--- config.mk ---
export PLATFORM = sky130hd
export DESIGN_NAME = trade_multi
export DESIGN_NICKNAME = d
export VERILOG_FILES = /design/src/rtl/trade_multi.sv
export SDC_FILE = /design/constraint.sdc
export NUM_CORES = 1
export LEC_CHECK = 0
export CORE_UTILIZATION = 60
export CTS_CLUSTER_DIAMETER = 200
export CTS_CLUSTER_SIZE = 8
export DETAILED_ROUTE_END_ITERATION = 12
export DONT_BUFFER_PORTS = 1
export GPL_TIMING_DRIVEN = 0
export HOLD_SLACK_MARGIN = 0.08
export PLACE_DENSITY = 0.76
export SLEW_MARGIN = 20
export SYNTH_ARGS = -nofsm -noshare
export SYNTH_HDL_FRONTEND = slang
export SYNTH_SLANG_ARGS = --single-unit
--- constraint.sdc ---
create_clock -name clk -period 7.74 [get_ports clk]
set_input_delay 1.935 -clock clk [delete_from_list [all_inputs] [get_ports clk]]
set_output_delay 1.935 -clock clk [all_outputs]
set_load 0.03 [all_outputs]
--- src/rtl/trade_multi.sv ---
// Multi-item vending trade controller: half-unit coin balance, priced item table,
// per-item stock counters, serial change return on cancel or inactivity timeout.
module trade_multi #(
    parameter int                    N_GOODS     = 12,
    parameter int                    IDX_W       = 4,
    parameter int                    MONEY_W     = 7,
    parameter int                    MONEY_MAX   = 99,
    parameter logic [4*N_GOODS-1:0]  PRICE_TABLE = 48'h153445332335,
    parameter int                    STOCK_W     = 3,
    parameter int                    STOCK_INIT  = 4,
    parameter int                    TIMEOUT_CYC = 1000
) (
    input  logic               clk,
    input  logic               rst,
    input  logic               coin_valid,
    input  logic [1:0]         coin_type,
    input  logic [IDX_W-1:0]   goods_index,
    input  logic               buy_req,
    input  logic               cancel_req,
    input  logic               restock,
    output logic [MONEY_W-1:0] money,
    output logic               point_flag,
    output logic               enough_flag,
    output logic               sold_out,
    output logic               vend_valid,
    output logic [IDX_W-1:0]   vend_index,
    output logic               change_pulse,
    output logic               change_half,
    output logic               coin_reject,
    output logic               buy_reject,
    output logic               busy
);

    localparam int BAL_W  = MONEY_W + 1;
    localparam int BAL_W1 = BAL_W + 1;
    localparam int TIM_W  = $clog2(TIMEOUT_CYC);

    localparam logic [BAL_W1-1:0]  BAL_LIMIT = BAL_W1'(2 * MONEY_MAX);
    localparam logic [TIM_W-1:0]   TIM_LAST  = TIM_W'(TIMEOUT_CYC - 1);
    localparam logic [STOCK_W-1:0] STOCK_RST = STOCK_W'(STOCK_INIT);

    // Encoding puts VEND and REFUND in the upper half so busy is state[1].
    localparam logic [1:0] S_IDLE   = 2'd0;
    localparam logic [1:0] S_CREDIT = 2'd1;
    localparam logic [1:0] S_VEND   = 2'd2;
    localparam logic [1:0] S_REFUND = 2'd3;

    logic [1:0]         state;
    logic [BAL_W-1:0]   bal;
    logic [TIM_W-1:0]   timer;
    logic [STOCK_W-1:0] stock [1:N_GOODS];

    logic               idx_valid;
    logic [3:0]         price_sel;
    logic [STOCK_W-1:0] stock_sel;
    logic [BAL_W-1:0]   price_half;
    logic [BAL_W-1:0]   coin_half;
    logic [BAL_W1-1:0]  coin_sum;
    logic               coin_ok;

    always_comb begin
        idx_valid = (goods_index != '0) && (goods_index <= IDX_W'(N_GOODS));
        price_sel = '0;
        stock_sel = '0;
        if (idx_valid) begin
            price_sel = PRICE_TABLE[4*int'(goods_index)-4 +: 4];
            stock_sel = stock[goods_index];
        end
        price_half = BAL_W'({price_sel, 1'b0});
        case (coin_type)
            2'b00:   coin_half = BAL_W'(1);
            2'b01:   coin_half = BAL_W'(2);
            2'b10:   coin_half = BAL_W'(10);
            default: coin_half = '0;
        endcase
        coin_sum = {1'b0, bal} + {1'b0, coin_half};
        coin_ok  = (coin_type != 2'b11) && (coin_sum <= BAL_LIMIT);
    end

    assign enough_flag = idx_valid && (bal >= price_half);
    assign sold_out    = idx_valid && (stock_sel == '0);
    assign money       = bal[MONEY_W:1];
    assign point_flag  = bal[0];
    assign busy        = state[1];

    always_ff @(posedge clk) begin
        if (rst) begin
            state        <= S_IDLE;
            bal          <= '0;
            timer        <= '0;
            vend_valid   <= 1'b0;
            vend_index   <= '0;
            change_pulse <= 1'b0;
            change_half  <= 1'b0;
            coin_reject  <= 1'b0;
            buy_reject   <= 1'b0;
            // NOTE: stock is a few small counters, not a RAM, so it is reset like any register.
            for (int i = 1; i <= N_GOODS; i++) stock[i] <= STOCK_RST;
        end else begin
            // NOTE: pulses default low here and are overridden below; last NBA wins.
            vend_valid   <= 1'b0;
            change_pulse <= 1'b0;
            change_half  <= 1'b0;
            coin_reject  <= 1'b0;
            buy_reject   <= 1'b0;
            timer        <= '0;
            case (state)
                S_IDLE: begin
                    if (restock)
                        for (int i = 1; i <= N_GOODS; i++) stock[i] <= STOCK_RST;
                    buy_reject <= buy_req;
                    if (coin_valid) begin
                        if (coin_ok) begin
                            bal   <= coin_sum[BAL_W-1:0];
                            state <= S_CREDIT;
                        end else begin
                            coin_reject <= 1'b1;
                        end
                    end
                end
                S_CREDIT: begin
                    if (cancel_req) begin
                        state       <= S_REFUND;
                        coin_reject <= coin_valid;
                    end else if (buy_req) begin
                        coin_reject <= coin_valid;
                        if (enough_flag && !sold_out) begin
                            bal                <= bal - price_half;
                            stock[goods_index] <= stock_sel - 1'b1;
                            vend_valid         <= 1'b1;
                            vend_index         <= goods_index;
                            state              <= S_VEND;
                        end else begin
                            buy_reject <= 1'b1;
                        end
                    end else if (coin_valid) begin
                        if (coin_ok) bal <= coin_sum[BAL_W-1:0];
                        else         coin_reject <= 1'b1;
                    end else if (timer == TIM_LAST) begin
                        state <= S_REFUND;
                    end else begin
                        timer <= timer + 1'b1;
                    end
                end
                S_VEND: begin
                    coin_reject <= coin_valid;
                    buy_reject  <= buy_req;
                    state       <= (bal != '0) ? S_CREDIT : S_IDLE;
                end
                default: begin  // S_REFUND: one coin of change per cycle
                    coin_reject <= coin_valid;
                    buy_reject  <= buy_req;
                    if (bal >= BAL_W'(2)) begin
                        change_pulse <= 1'b1;
                        bal          <= bal - BAL_W'(2);
                    end else if (bal == BAL_W'(1)) begin
                        change_half <= 1'b1;
                        bal         <= '0;
                    end else begin
                        state <= S_IDLE;
                    end
                end
            endcase
        end
    end

endmodule

# Yosys cells after proc, flatten, opt, wreduce, memory -nomap -nowiden
# Memory sizes are Yosys's and may differ from the RTL's.
# Cells that the tools add are included.
[word_totals] out_inout_bits=20 inputBits=12 romBits=0 n_memories=1 word_cells=131 ff_bits=29 latch_bits=0 mem_bits_rw=36
[mem_list] name="stock" depth=12 word_bits=3 read_ports=1 rd_clocked_by_memory_dff=0 wr=12 line_no="51" source="logic [STOCK_W-1:0] stock [1:N_GOODS];"
[op_classes] mul=0 reduce_logical=19 n_bitwise=15 muxes=60 n_addsub=6 div=0 shifts=1 order_cmp=4 eq_ne=16
[ops] op="2-to-1 mux 8 bit" count=7
[ops] op="indexed part select 48 x 7 -> 4 bit (first input constant)" count=1
[ops] op="2-to-1 mux 3 bit" count=14
[ops] op="2-to-1 mux 1 bit" count=24
[ops] op="case mux 8 bit (3 select lines)" count=1
[ops] op="2-to-1 mux 2 bit" count=9
[ops] op="!= test 4 bit (second input constant)" count=3
[ops] op="OR 1 bit" count=12
[ops] op="case mux 4 bit (3 select lines)" count=1
[ops] op="adder 10 x 1 -> 10 bit (second input constant)" count=1
[ops] op="equality test 10 bit (second input constant)" count=1
[ops] op="adder 8 x 8 -> 9 bit" count=1
[ops] op="less-or-equal comparator 9 x 8 -> 1 bit (second input constant)" count=1
[ops] op="equality test 8 x 1 -> 1 bit (second input constant)" count=1
[ops] op="greater-or-equal comparator 8 x 2 -> 1 bit (second input constant)" count=1
[ops] op="greater-or-equal comparator 8 x 5 -> 1 bit" count=1
[ops] op="2-to-1 mux 4 bit" count=2
[ops] op="!= test 2 bit (second input constant)" count=4
[ops] op="!= test 4 x 1 -> 1 bit (second input constant)" count=2
[ops] op="AND reduction 4 bit" count=2
[ops] op="nonzero test 4 bit" count=2
[ops] op="nonzero test 8 bit" count=1
[ops] op="subtractor 8 x 2 -> 8 bit (second input constant)" count=1
[ops] op="subtractor 8 x 5 -> 8 bit" count=1
[ops] op="other kinds (18)" count=27

# Longest topological paths before layout
# Gate-level depths: netlist of run 1.
[depth] depth_word=15 ltp_mapped=20 mapped_depth_nobuf=17

# Worst setup path before layout of run 1
# No wires, ideal clock.
[synth_path] path_type="input to output" startpoint="in goods_index[1]" endpoint="out enough_flag" stages=13 path_slack_ps=716 required_ps=5805 n_path_buf=3 t_arrival_ps=5089 path_cell_list="buf_2 -> clkbuf_1 -> inv_1 -> ha_1 -> clkbuf_1 -> nor2b_1 -> o32a_1 -> o21ai_0 -> a21oi_1 -> ha_1 -> nor2b_1 -> o21ai_0 -> a32oi_1"
[synth_between] elab_chain_cells=5 word_cells_on_any_way=8 cone_classes="add/sub: 1; order compare: 2; shift: 1; mux: 1; reduce/logical: 3"
[synth_lines] element="from (decl)" line_no="17" source="input logic [IDX_W-1:0] goods_index,"
[synth_lines] element="subtractor 6 x 3 -> 7 bit (tied with other cells)" line_no="66" source="price_sel = PRICE_TABLE[4*int'(goods_index)-4 +: 4];"
[synth_lines] element="indexed part select 48 x 7 -> 4 bit or logical AND 1 bit (tied branches)" line_no="66, 62"
[synth_lines] element="2-to-1 mux 4 bit" line_no="65" source="if (idx_valid) begin"
[synth_lines] element="greater-or-equal comparator 8 x 5 -> 1 bit" line_no="80" source="assign enough_flag = idx_valid && (bal >= price_half);"
[synth_lines] element="logical AND 1 bit (*)" line_no="80"
[synth_lines] element="to (decl)" line_no="23" source="output logic enough_flag,"
# Mark *: on every way between the ends. The rest lies on a longest branch, timed or not.

# Worst setup path in the final report of run 1
# Same ends and word-level chain as after synthesis.

==> results of run 1 <==
==> Yosys cell counts, types with 2 or more instances <==
master,n
or4_1,2
nand2b_1,13
a22oi_1,2
o22ai_1,5
a31o_2,2
nand2_1,44
fa_1,2
o41ai_1,2
o2111ai_1,2
clkbuf_1,13
a221o_1,2
mux4_2,12
buf_4,2
a31oi_1,3
mux2_2,3
o211ai_1,2
a41oi_1,2
dfxtp_1,29
a311oi_1,3
inv_1,15
and3_1,9
a41o_1,2
clkinv_1,2
a32oi_1,2
nand3_1,22
nand4_1,4
and2_1,4
nor3_1,18
and2_0,2
nor2b_1,7
o221ai_1,2
xor2_1,6
nor2_1,49
o2bb2ai_1,2
o21ai_1,14
or3_1,7
edfxtp_1,48
o21ai_0,14
buf_2,10
xnor2_1,10
nor4_1,3
ha_1,17
a21oi_1,25
o21a_1,2
==> registers in the layout, indices dropped and copies added (netlist names) <==
signal	flops
buy_reject	1
state	2
timer	10
coin_reject	1
change_half	1
stock	48
vend_valid	1
bal	8
vend_index	4
change_pulse	1
==> logic make-up after synthesis <==
family	synth area share
compound gates	0.1625
xor+xnor	0.03038
fa+ha+maj	0.05480
buf+inv	0.03934
flops	0.4384
mux	0.07054
other cells	0.0008131
simple gates	0.2032
==> metrics by stage <==
step / std cells / utilization
2_1_floorplan: 474 / -
3_3_place_gp: 573 / 0.6470
3_5_place_dp: 573 / 0.6470
4_1_cts: 589 / 0.6738
5_1_grt: 589 / 0.6738
6_report: 589 / 0.6738
==> path summary, 6_finish.rpt <==
| kind | to | slack, ps | start | cells past startpoint |
|---|---|---|---|---|
| max | enough_flag | 160 | goods_index[1] | 13 |
| min | timer[0]$_SDFF_PP0_ | 480 | timer[0]$_SDFF_PP0_ | 1 |
| max reg2reg | stock[9][2]$_SDFFCE_PN1P_ | 4000 | stock[6][0]$_SDFFCE_PN0P_ | 12 |
| min reg2reg | timer[0]$_SDFF_PP0_ | 480 | timer[0]$_SDFF_PP0_ | 1 |
==> timing repair <==
item / 4_1_cts / 5_1_grt
gates resized for setup: 1 / 0
hold buffers: 0 / 0
endpoints found under the setup margin: 1 / 0
==> worst reg2reg max path: stages, from the launching register on <==
cell	delay (ps)
edfxtp_1	350
mux4_2	270
a22oi_1	90
o21ai_0	670
inv_1	320
ha_1	300
nand2_1	70
o22a_1	210
and4_1	300
nand2b_1	70
buf_2	180
buf_2	210
o21ai_1	350
==> placed cells by master (no fill, tap or decap), drive strengths merged, types with 12 or more instances in the layout <==
master / n
mux4: 12
a21oi: 26
nand2b: 13
clkbuf: 25
nor3: 18
nand3: 22
dfxtp: 29
o21ai: 28
edfxtp: 48
inv: 16
nor2: 49
buf: 13
ha: 17
nand2: 44
==> report_power, final <==
group / switching (mW) / internal [mW]
clock network: 0.152 / 0.140
logic: 0.330 / 0.196
registers: 0.0736 / 0.478
==> layout make-up <==
type | count | area, µm²
multi-input combinational | 354 | 2424
clock inverter | 4 | 30.03
inverter | 17 | 63.81
clock buffer | 12 | 158.9
buffer | 26 | 117.6
fill | 573 | 2391
sequential | 77 | 2022
tap | 99 | 123.9
==> per-layer routing <==
layer | GRT usage | wire length (µm) | vias to the layer above
met5 | 0 | 0 | -
met4 | 0.1212 | 295 | 0
met3 | 0.05941 | 871 | 26
met2 | 0.5041 | 5561 | 186
met1 | 0.3585 | 4489 | 1767
li1 | - | - | 1784
==> results.txt, run 1 <==
The total of buffers placed on input and output ports is 0. The longest clock path from root to sink contains 2 buffers. The number of storage elements in the synthesis netlist is 77. The cell leakage power is 1.669 nW. The smallest setup slack after layout came out at 156.4 ps. The sum of buffers and inverters on the critical path came out at 4.

In the routed layout, each cell is associated on average with a via count of 6.389. The synthesis-to-finish area growth came out at 7.108%. The critical path goes through buf_2 -> clkbuf_1 -> inv_1 -> ha_1 -> clkbuf_1 -> nor2b_1 -> o32a_1 -> o21ai_0 -> a21oi_1 -> ha_1 -> nor2b_1 -> o21ai_0 -> a32oi_2. The wire length after detailed routing came out at 11220 µm.

The number of post-CTS setup repair buffers came out at 0. The slowest stage of the critical path belongs to the cell a32oi_2. Among cell families on the critical path, the largest total delay comes from compound AO/OA/AOI/OAI gates. The proportion of netlist area held by the largest area contributor is 0.3125. STA classifies the critical path endpoint as a primary output. The share of synthesized area occupied by flip-flops and latches is 0.4384. The worst setup path is launched from a primary input.

The first global-routing pass estimated 17100 µm of wire. 32 I/O pins were placed. The library cell used as clock root buffer is clkbuf_8. The total power per unit cell area came out at 277.2 mW/mm². The per-instance average area after synthesis is 9.771 µm².

Across the VDD grid, the largest voltage drop is 0.1314 mV. The final count of pins violating max slew came out at 0. Sorting the synthesized cells by area gives the leading types as edfxtp_1, dfxtp_1, mux4_2. The worst slack after detailed placement is -24.82 ps. The largest driver fanout on the critical path is 10. The H-tree depth is 3. At the worst endpoint, the arrival time is 5650 ps. Between clock sinks in the finished design, the worst skew comes to 8.971 ps. The congestion estimate from routability-driven global placement came to 0.9156.

The count of final setup violators came out at 0. The die is 89.67 µm wide. The initial antenna violation count is 0. The synthesized design spends more area on one cell type than any other, namely edfxtp_1.

The distinct cell type count of the synthesized netlist came out at 75. The CTS buffer count is 9. The number of clock sinks came out at 77. The run finished with clean final reports. The worst-margin pin slew is 1011 ps. The stage delay of the slowest cell on the critical path came out at 660 ps. The finished layout cell area came out at 0.004940 mm². Summed over all nets, the half-perimeter wirelength after detailed placement is 8354 µm. The layout cell share with drive strength beyond 1 is 0.1082.

The portion of the clock cycle consumed by the worst path in the final layout came out at 0.9798. The final period demand of the worst path is 7584 ps. Entering global routing, the biggest net connects 14 pins.

The total overflow left after global routing is 0. For this run, asynchronously set or reset flops after synthesis account for 0. For this block, the initial DRC count from the detailed router was 237. After clock tree synthesis, the clock-pin slew on the worst setup and hold paths is 80 ps. The peak clock frequency supported by timing came out at 0.1319 GHz. The count of final hold-check violations was 0.

The main flop type after synthesis is edfxtp_1. For this configuration, the core starts out at a cell density of 0.6291. The pre-antenna-repair detailed-routing pass consisted of 5 iterations.

The cell area after technology mapping came out at 0.004612 mm². The warning count from the yosys run is 0. The post-route setup TNS is 0 ps.

TritonCTS built the clock tree. In this run the core area contains 31 standard-cell rows. The start-to-end type of the worst setup path is primary input to primary output. The final-layout worst hold slack came out at 478.2 ps. After detailed routing, the number of remaining DRC violations is 0. Max-cap violations in this run came to 0. In this run the cell area measured after placement is 0.004743 mm². The routed length per placed instance is 19.05 µm. The headroom to the max-slew limit came out at 0.3211.

The clock latency on the worst-skew pair is 350 ps. The data required time at the worst endpoint is 5810 ps. For this run, the total global-route usage over all layers was measured as 0.2923. The count of nets left with antenna violations after detail routing is 0. The synthesized design contains 48 enable-type register cells. The height of the chip is 89.67 µm.

For this run, the post-layout net count is 516. The post-synthesis instance total came out at 472. The die footprint came out at 0.008041 mm². The overall power came out at 1.369 mW. Setup repair after global routing left no endpoint under its margin. The antenna diode count came out at 0. Across all layers, the routed design uses 3763 vias.

The class of the tightest hold or removal check is flip-flop to flip-flop. The placeable core region came out at 0.007331 mm². The via count of the first global-routing pass is 3463.
Note: power is estimated with default switching activity, not from simulation.
==> inputs of run 2 (changes only) <==
ABC_AREA = 1   (was default)
CTS_CLUSTER_DIAMETER = 150   (was 200)
==> run 2 against run 1 <==
Effect of this change: critical path depth is 4 higher; via count is 13% higher; non-clock buffer count is 3 lower; clock skew is 11 ps higher; synthesized area is 5.1% higher; global-route usage is 0.49 points lower; hold slack worse by 22 ps; first-iteration DRC count is 110% higher; clock power is 5% lower; routed wire length is 3.6% higher; combinational power is 14% higher.
==> results.txt, run 2 <==
The initial antenna violation count came out at 0. The count of final setup violators is 0. The worst slack after detailed placement came out at 760.7 ps.

The reported max-cap violation count came out at 0. The critical path startpoint category is a primary input. The critical path capture point type is a primary output. The number of storage elements in the synthesis netlist is 77. The H-tree was split into 3 levels. The wire length after detailed routing is 11620 µm. After technology mapping, the gate count stands at 628.

The pin count of the biggest net entering global routing came out at 14. The die footprint is 0.008440 mm². Averaged over all synthesized cells, the footprint is 7.716 µm².

The flow ran to the end, and the final reports show no timing, DRC or antenna violations. For the final database, setup skew stands at 19.66 ps. Across the whole layout, storage elements account for 0.002022 mm². In the final layout, the multi-input gates occupy 0.002351 mm². The clock-pin slew on the worst setup and hold paths is 80 ps. The netlist uses 46 different library cells. The most common library cell in the layout ignoring fill and taps is nand2_1. The most frequent cell after synthesis is nand2_1.

The final-stage net count is 672. The number of DRC violations after detailed-routing iteration 0 came out at 499. Summed over all nets, the switching power comes to 0.6487 mW. The tightest min-delay check is of the flip-flop to flip-flop type. Once detail routing completed, the nets flagged for antenna violations numbered 0.

The worst-margin pin slew came out at 699.3 ps. The overall power came out at 1.452 mW. Yosys attributes the largest share of cell area to edfxtp_1, dfxtp_1, nand2_1. The number of clock sinks is 77. 0 antenna diodes ended up in the layout. Static timing analysis puts the maximum clock frequency at 0.1417 GHz.

The post-route setup TNS is 0 ps. The count of standard-cell rows came out at 32. The sequential power share is 0.395. The cell type with the largest total area after synthesis is edfxtp_1. The final count of pins violating max slew was 0. The starting density of the core came out at 0.6239.

The cell area after technology mapping came out at 0.004846 mm². In this run the worst path has a maximum fanout of 11. The share of total power dissipated in the clock network is 0.191. The leftover overflow at the end of global routing came out at 0. The proportion of netlist area held by the largest area contributor is 0.2974. The finished layout cell area is 0.005150 mm². The switching share of total power came out at 0.4469.

The via count of the first global-routing pass is 3829. At the end of the flow the core is filled with cells to 0.6630. Setup repair after global routing left no endpoint under its margin. TritonCTS built the clock tree.

The synthesis-to-finish area growth is 6.274%. The final weighted congestion in routability-driven placement came out at 0.9113. The layout cell share with drive strength beyond 1 is 0.1146. The floorplan step set the die height to 91.87 µm. The worst path meets setup with 685.1 ps of slack. The most used flip-flop cell after synthesis is edfxtp_1. Ranked by flip-flop count, first place goes to stock. The design internal power came out at 0.8029 mW.

The arrival time of data at the critical path endpoint came out at 5120 ps. The worst vdd rail ir drop came out at 0.1749 mV. In this run the clock root is driven by a clkbuf_8. The worst setup path is of the primary input to primary output kind. The I/O pin count came out at 32. Dividing total power by cell area gives a power density of 281.9 mW/mm². The total global-route track usage is 0.2874. TritonCTS created 9 clock buffers. The cell total after placement came out at 732. The count of final hold-check violations came out at 0. The top cell types in the final layout, fill and taps aside, are nand2_1, nor2_1, inv_1, nand3_1, edfxtp_1.

The data required time at the worst endpoint came out at 5810 ps. The share of synthesized area occupied by flip-flops and latches is 0.4172. The number of post-CTS setup repair buffers came out at 0. The total of fill cells in the finished design came out at 679. The total via count after detailed routing came out at 4251. The largest registers in the layout are stock x48, timer x10, bal x8. The hold-fix buffer count after cts came out at 0. The routed length per placed instance came out at 15.54 µm. The smallest clock period supported by the final layout is computed as 7055 ps. The placed cell area is 0.004981 mm². Detailed placement finished with a half-perimeter wire length of 8615 µm. The count of cells resized by post-cts repair came out at 0. Dividing the final minimum period by the clock period gives 0.9115. The total of buffers placed on input and output ports is 0. In the synthesized netlist, the cells that appear most often are nand2_1, nor2_1, inv_1.

The number of enable-type register cells in the synthesized netlist came out at 48. The non-filler instance count after layout is 748. The maximum clock path buffer count is 2.

The cell leakage power is 2.283 nW. The flip-flop count of the largest register after layout is 48. The post-detailed-route DRC marker count came out at 0. In the routed layout, each cell is associated on average with a via count of 5.683. The share of total power dissipated in combinational logic is 0.413. The global-route wire length before repair came out at 18640 µm.

The die is 91.87 µm wide. The clock latency on the worst-skew pair came out at 370 ps. The warning count from the yosys run came out at 0. The headroom to the max-slew limit came out at 0.5331. The placeable core region is 0.007767 mm².

The final-layout worst hold slack is 456.3 ps. The first TritonRoute pass finished after 6 iterations. After synthesis, the share of flip-flops with an asynchronous set or reset is 0.
[run 2: worst paths after layout]
kind	start	endpoint	slack, ps	depth (start not counted)
worst max-delay path	goods_index[0]	enough_flag	690	17
worst max register to register	bal[1]$_SDFFE_PP0P_	stock[3][2]$_SDFFCE_PN1P_	4660	10
worst min-delay path	timer[0]$_SDFF_PP0_	timer[0]$_SDFF_PP0_	460	1
worst min register to register	timer[0]$_SDFF_PP0_	timer[0]$_SDFF_PP0_	460	1
[run 2: worst max-delay path: stages]
cell and delay (ps):
buf_6 120, inv_2 60, buf_6 140, buf_6 160
clkbuf_1 440, ha_1 230, buf_2 230, nor2_1 80
nor2_1 180, o21ai_0 180, o211ai_1 140, o21ai_0 190
ha_1 360, nand4_1 100, nor2_1 110, nor2_1 70
a21oi_4 380
[run 2: layout make-up]
type | instances | area share
Buffer | 23 | 0.02843
Tap cell | 102 | 0.02478
Clock inverter | 5 | 0.007289
Clock buffer | 11 | 0.02551
Multi-Input combinational cell | 441 | 0.4565
Inverter | 89 | 0.06487
Sequential cell | 77 | 0.3926
[run 2: layer usage]
layer | routed length (µm) | vias up | global-route usage | share of wire
met4 | 240 | 0 | 0.1159 | 0.021
li1 | - | 2084 | - | -
met1 | 5110 | 1950 | 0.4074 | 0.44
met2 | 5128 | 192 | 0.4254 | 0.44
met3 | 1142 | 25 | 0.06385 | 0.098
met5 | 0 | - | 0 | 0
[run 2: kinds of logic (layout without fill, tap and decap cells)]
group                    Yosys count  count (layout)  synth area share
flip-flops                        77              77            0.4172
other                              1               3         0.0007739
AO/OA/AOI/OAI                     93              93            0.1159
buffers and inverters            112             128           0.09915
AND/OR/NAND/NOR                  318             318            0.3003
XOR/XNOR                           8               8           0.01446
adder cells (fa/ha/maj)           19              19           0.05216
[run 2: power by group through the flow]
| stage | sequential [mW] | clock, mW | combinational, mW |
|---|---|---|---|
| floorplan | 0.568 | 0 | 0.472 |
| global route | 0.580 | 0.298 | 0.667 |
| global placement | 0.582 | 0 | 0.576 |
| CTS | 0.574 | 0.279 | 0.591 |
| finish | 0.574 | 0.278 | 0.600 |
| detailed placement | 0.583 | 0 | 0.586 |
